## config.mk

```make
export PLATFORM = sky130hd
export DESIGN_NAME = vga_timing_gen_flat
export DESIGN_NICKNAME = d
export VERILOG_FILES = /design/src/rtl/vga_timing_gen_if.sv /design/src/rtl/vga_timing_gen.sv /design/src/flat_wrapper.sv
export SDC_FILE = /design/constraint.sdc
export NUM_CORES = 1
export LEC_CHECK = 0
export CAP_MARGIN = 20
export CORE_ASPECT_RATIO = 0.5
export CORE_MARGIN = 2
export CORE_UTILIZATION = 43
export DETAILED_ROUTE_END_ITERATION = 6
export GPL_ROUTABILITY_DRIVEN = 0
export PLACE_DENSITY = 0.7
export SYNTH_ARGS = -nofsm -noshare
export SYNTH_HDL_FRONTEND = slang
export SYNTH_SLANG_ARGS = --single-unit
```

## constraint.sdc

```tcl
create_clock -name clk -period 1.96 [get_ports clk]
set_input_delay 0.392 -clock clk [delete_from_list [all_inputs] [get_ports clk]]
set_output_delay 0.392 -clock clk [all_outputs]
set_load 0.02 [all_outputs]
```

## src/rtl/vga_timing_gen_if.sv

```systemverilog
// rtl/vga_timing_gen_if.sv - raster bus between the timing generator, painter chain and DAC pins
interface vga_timing_gen_if;
  logic        ce;
  logic [10:0] hst;
  logic [9:0]  vst;
  logic        frame_start;
  logic [2:0]  rgb_i;
  logic        hsync;
  logic        vsync;
  logic        video_on;
  logic [2:0]  rgb_o;

  modport master (
    input  ce, rgb_i,
    output hst, vst, frame_start, hsync, vsync, video_on, rgb_o
  );

  modport slave (
    output ce, rgb_i,
    input  hst, vst, frame_start, hsync, vsync, video_on, rgb_o
  );
endinterface

```

## src/rtl/vga_timing_gen.sv

```systemverilog
// rtl/vga_timing_gen.sv - VGA raster counters, delayed sync/blank strobes and blanked RGB output
// Optional macro VGA_TIMING_SYNC_NEG_EN selects active-low hsync/vsync.
module vga_timing_gen #(
  parameter int SCREEN_WIDTH  = 800,
  parameter int SCREEN_HEIGHT = 600,
  parameter int H_FP          = 40,
  parameter int H_SYNC        = 128,
  parameter int H_BP          = 88,
  parameter int V_FP          = 1,
  parameter int V_SYNC        = 4,
  parameter int V_BP          = 23,
  parameter int SYNC_DELAY    = 1
) (
  input  logic             clk,
  input  logic             rst,
  vga_timing_gen_if.master bus
);

  localparam int H_TOTAL = SCREEN_WIDTH + H_FP + H_SYNC + H_BP;
  localparam int V_TOTAL = SCREEN_HEIGHT + V_FP + V_SYNC + V_BP;

  localparam logic [10:0] H_LAST   = 11'(H_TOTAL - 1);
  localparam logic [10:0] H_VIS    = 11'(SCREEN_WIDTH);
  localparam logic [10:0] HS_FIRST = 11'(SCREEN_WIDTH + H_FP);
  localparam logic [10:0] HS_LAST  = 11'(SCREEN_WIDTH + H_FP + H_SYNC - 1);

  localparam logic [9:0] V_LAST   = 10'(V_TOTAL - 1);
  localparam logic [9:0] V_VIS    = 10'(SCREEN_HEIGHT);
  localparam logic [9:0] VS_FIRST = 10'(SCREEN_HEIGHT + V_FP);
  localparam logic [9:0] VS_LAST  = 10'(SCREEN_HEIGHT + V_FP + V_SYNC - 1);

  logic [10:0] hst;
  logic [9:0]  vst;
  logic        h_last;
  logic        v_last;
  logic        vis;
  logic        hs_raw;
  logic        vs_raw;
  logic        vis_gate;
  logic [2:0]  rgb_q;

  // Each stage holds {vis, hs, vs} in active-high form; polarity is applied only at the output.
  logic [2:0]  pipe [SYNC_DELAY];

  assign h_last = (hst == H_LAST);
  assign v_last = (vst == V_LAST);

  always_ff @(posedge clk or posedge rst) begin
    if (rst) begin
      hst <= '0;
      vst <= '0;
    end else if (bus.ce) begin
      if (h_last) begin
        hst <= '0;
        vst <= v_last ? 10'd0 : vst + 10'd1;
      end else begin
        hst <= hst + 11'd1;
      end
    end
  end

  assign vis    = (hst < H_VIS) && (vst < V_VIS);
  assign hs_raw = (hst >= HS_FIRST) && (hst <= HS_LAST);
  assign vs_raw = (vst >= VS_FIRST) && (vst <= VS_LAST);

  // Shifts every clk, independent of ce, to stay in step with the painter registers.
  always_ff @(posedge clk or posedge rst) begin
    if (rst) begin
      for (int i = 0; i < SYNC_DELAY; i++) begin
        pipe[i] <= '0;
      end
    end else begin
      pipe[0] <= {vis, hs_raw, vs_raw};
      for (int i = 1; i < SYNC_DELAY; i++) begin
        pipe[i] <= pipe[i-1];
      end
    end
  end

  // Blanking uses the stage feeding the output register so rgb_o lines up with video_on.
  generate
    if (SYNC_DELAY == 1) begin : g_gate_raw
      assign vis_gate = vis;
    end else begin : g_gate_pipe
      assign vis_gate = pipe[SYNC_DELAY-2][2];
    end
  endgenerate

  always_ff @(posedge clk or posedge rst) begin
    if (rst) begin
      rgb_q <= '0;
    end else begin
      rgb_q <= vis_gate ? bus.rgb_i : 3'b000;
    end
  end

  assign bus.hst         = hst;
  assign bus.vst         = vst;
  assign bus.frame_start = bus.ce && h_last && v_last;
  assign bus.video_on    = pipe[SYNC_DELAY-1][2];
  assign bus.rgb_o       = rgb_q;

`ifdef VGA_TIMING_SYNC_NEG_EN
  assign bus.hsync = ~pipe[SYNC_DELAY-1][1];
  assign bus.vsync = ~pipe[SYNC_DELAY-1][0];
`else
  assign bus.hsync = pipe[SYNC_DELAY-1][1];
  assign bus.vsync = pipe[SYNC_DELAY-1][0];
`endif

endmodule

```

## src/flat_wrapper.sv

```systemverilog
// flat-port wrapper written by rule: the top's interface ports become plain ports
module vga_timing_gen_flat 
#(
  parameter int SCREEN_WIDTH  = 800,
  parameter int SCREEN_HEIGHT = 600,
  parameter int H_FP          = 40,
  parameter int H_SYNC        = 128,
  parameter int H_BP          = 88,
  parameter int V_FP          = 1,
  parameter int V_SYNC        = 4,
  parameter int V_BP          = 23,
  parameter int SYNC_DELAY    = 1
)
  (clk, rst, bus_ce, bus_rgb_i, bus_hst, bus_vst, bus_frame_start, bus_hsync, bus_vsync, bus_video_on, bus_rgb_o);
  vga_timing_gen_if bus_i ();
  input  logic clk;
  input  logic rst;
  input wire logic [$bits(bus_i.ce)-1:0] bus_ce;
  input wire logic [$bits(bus_i.rgb_i)-1:0] bus_rgb_i;
  output wire logic [$bits(bus_i.hst)-1:0] bus_hst;
  output wire logic [$bits(bus_i.vst)-1:0] bus_vst;
  output wire logic [$bits(bus_i.frame_start)-1:0] bus_frame_start;
  output wire logic [$bits(bus_i.hsync)-1:0] bus_hsync;
  output wire logic [$bits(bus_i.vsync)-1:0] bus_vsync;
  output wire logic [$bits(bus_i.video_on)-1:0] bus_video_on;
  output wire logic [$bits(bus_i.rgb_o)-1:0] bus_rgb_o;
  assign bus_i.ce = bus_ce;
  assign bus_i.rgb_i = bus_rgb_i;
  assign bus_hst = bus_i.hst;
  assign bus_vst = bus_i.vst;
  assign bus_frame_start = bus_i.frame_start;
  assign bus_hsync = bus_i.hsync;
  assign bus_vsync = bus_i.vsync;
  assign bus_video_on = bus_i.video_on;
  assign bus_rgb_o = bus_i.rgb_o;
  vga_timing_gen #(.SCREEN_WIDTH(SCREEN_WIDTH), .SCREEN_HEIGHT(SCREEN_HEIGHT), .H_FP(H_FP), .H_SYNC(H_SYNC), .H_BP(H_BP), .V_FP(V_FP), .V_SYNC(V_SYNC), .V_BP(V_BP), .SYNC_DELAY(SYNC_DELAY)) u_core (.clk(clk), .rst(rst), .bus(bus_i));
endmodule
```

==> results.md <==
- Outcome: finished clean
- Crit Path Category: primary input to output port
- WL final: 3.51 mm
- GRT Total Usage: 19.4%
- Vias post-DR: 1,376
- Yosys top cell area share: 46.0%
- Maximum root-to-sink buffer count: 2
- Post-Syn Area: 0.00147 sq mm
- Dpl cell area: 0.00205 sq mm
- Pwr dens: 666 mW/mm^2
- Sequential share of power: 44.5%
- Die width: 86.7 um
- Post-Syn Area per Cell: 9.73 sq um
- Worst setup margin: 54.2 ps
- Post-DRT Antenna Nets: 0
- Clock slew at reported path FFs: 100 ps
- H-tree depth: 1
- Leading area contributor after synthesis: dfrtp_1
- CTS tree: built
- Avg Vias per Cell: 5.38
- Final Hold Vio Count: 0
- Die height: 45.3 um
- Clock power frac: 23.1%
- Num rows: 14
- Rel. slew slack: 73.7%
- Crit-path max cell delay: 480 ps
- Nets: 228
- Fmax achieved: 0.525 GHz
- WP data arrival: 1510 ps
- DRT iter0 DRCs: 88
- Pin slew with the least headroom to its limit: 391 ps
- Internal cell power: 0.970 mW
- Syn Inst Count: 151
- Synth top area cells: dfrtp_1 (46%), ha_1 (4.3%), nand3_1 (3.1%)
- Worst ir drop on vdd: 0.501 mV
- HP Class: primary input to asynchronous set/reset pin
- Net Sw Frac: 31.3%
- Clk_lat worst skew: 280 ps
- Yosys warnings: 0
- Vias in the first global route: 1,217
- DRC errors left: 0
- WL/cell: 13.7 um
- Area growth, synth to finish: 44.4%
- Initial antenna violation count: 0
- Post-synth EDFFs: 0
- CTS buffer count: 3
- Layout cells sized above 1: 23.1%
- Post-place setup slack: -388 ps
- Tcrit/Tclk final: 97.2%
- Worst Setup Start Kind: primary input
- Number of hold buffers added after cts: 0
- Drt first pass iters: 4
- Global-route wire length before repair: 5.76 mm
- Combinational Power Share: 32.3%
- NetSw: 0.442 mW
- Hpwl dp: 2.66 mm
- Max-Cap Viols: 0
- Minimum clock period: 1910 ps
- Fin Clk Skew: 6.84 ps
- Seq/Total Area, Yosys: 46.0%
- Critical path peak fanout: 2
- Lkg Pwr: 0.972 nW
- Worst EP required: 1570 ps
- Die area: 0.00393 sq mm
- Initial core utilization: 46.8%
- Clock Tree Root: clkbuf_8
- IO buf count: 33
- Predominant post-synthesis flop cell: dfrtp_1
- Asr flop ratio synth: 100%
- Largest net degree at the start of global routing: 28
- GR Overflow Total: 0
- Clock Sinks: 27
- Slowest CP cell: clkdlybuf4s50_1
- Final Setup Violations: 0
- Post-route cell area: 0.00212 sq mm
- Crit-path cells: clkdlybuf4s50_1 -> and3_1 -> nand3_2 -> nor2_4 -> buf_2
- Critical path endpoint category: output port
- I/O pin count: 34
- Yosys reg bits: 27
- Yosys cell types: 41
- Fin. max-slew vios: 0
- Antenna Diode Count: 0
- Core area: 0.00314 sq mm
- Mapped Nets: 162
## cell type report
| class | instances | area [sq um] |
|---|---|---|
| Fill cell | 253 | 1010 |
| Multi-Input combinational cell | 106 | 717 |
| Sequential cell | 27 | 678 |
| Timing Repair Buffer | 68 | 588 |
| Tap cell | 40 | 50.0 |
| Clock buffer | 3 | 41.3 |
| Inverter | 11 | 41.3 |
| Clock inverter | 1 | 5.00 |
## stage by stage
stage | hold slack [ps] | total power, mW | instances | setup TNS, ps | utilization (%)
final | 462 | 1.41 | 256 | 0 | 67.6
after detailed placement | 551 | 1.09 | 250 | -605 | 65.3
after global routing | 498 | 1.48 | 256 | -4.16 | 67.6
after global placement | 540 | 1.08 | 250 | -487 | 65.3
after floorplan | 445 | 0.877 | 151 | 0 | -
after CTS | 473 | 1.42 | 255 | 0 | 67.3
## cell families after synthesis
group / Yosys count / share of synthesized area, %
and+or+nand+nor: 63 / 25.7
AOI/OAI and AO/OA: 30 / 12.4
DFF: 27 / 46.0
buffers and inverters: 18 / 6.90
xor gates and xnor gates: 8 / 4.77
adders and majority gates: 5 / 4.26
## worst max-delay path, delay by kind of cell
| family | cells | cell delay, ps |
|---|---|---|
| simple gates | 3 | 480 |
| buf+inv | 2 | 640 |
## state kept, by name, indices dropped and copies added, names as in the netlist
signal / count
u_core.bus.vst: 10
u_core.pipe: 3
u_core.bus.rgb_o: 3
u_core.bus.hst: 11
## synth_stat cells, types with 2 or more instances
cell type	count
a21oi_1	8
a31oi_1	4
and2_1	4
and3_1	5
buf_2	2
buf_6	2
dfrtp_1	27
ha_1	5
inv_1	11
nand2_1	11
nand3_1	9
nand4_1	6
nor2_1	8
nor3_1	3
o21ai_0	7
o21ai_1	3
o22ai_1	3
or3_1	4
xnor2_1	5
xor2_1	3
## power groups by stage
stage | Combinational (mW) | Sequential, mW | Clock, mW
global placement | 0.445 | 0.639 | 0
CTS | 0.457 | 0.628 | 0.331
detailed placement | 0.452 | 0.638 | 0
global route | 0.487 | 0.635 | 0.360
finish | 0.456 | 0.628 | 0.327
floorplan | 0.156 | 0.721 | 0
## path summary, 6_finish.rpt
check / start / end / slack, ps / cells past startpoint
setup / recovery: bus_ce / bus_frame_start / 50 / 5
hold / removal: rst / u_core.bus.rgb_o[1] / 460 / 3
setup reg to reg: u_core.bus.vst[0] / u_core.bus.vst[7] / 210 / 9
hold reg to reg: u_core.bus.hst[9] / u_core.bus.hst[9] / 560 / 2
max in group asynchronous: rst / u_core.bus.vst[1] / 1220 / 3
min in group clk: u_core.bus.hst[9] / u_core.bus.hst[9] / 560 / 2
## layout by cell type (no fill, tap or decap), drive strengths merged, types with 3 or more instances in the layout
| master | count |
|---|---|
| nand4 | 7 |
| xor2 | 3 |
| and2 | 4 |
| nor3 | 3 |
| clkbuf | 3 |
| ha | 5 |
| nand2 | 12 |
| inv | 11 |
| a31oi | 4 |
| and3 | 5 |
| o22ai | 3 |
| clkdlybuf4s50 | 32 |
| or3 | 4 |
| nand3 | 10 |
| xnor2 | 5 |
| dfrtp | 27 |
| o21ai | 10 |
| a21oi | 8 |
| nor2 | 8 |
| buf | 36 |
## layer usage
layer	vias to the layer above	part of all wire (%)	track usage, %
met2	40	48	32.6
met4	0	0.57	2.81
met5	-	0	0
li1	668	-	-
met3	2	5.0	4.39
met1	666	47	26.9
## repair_timing
action | 4_1_cts | 5_1_grt
gates resized for setup | 6 | 1
endpoints found under the hold margin | 0 | 0
buffers inserted | 1 | 1
endpoints found under the setup margin | 1 | 1
pin swaps | 1 | 2
No activity file was read; power rests on OpenSTA's default activity.
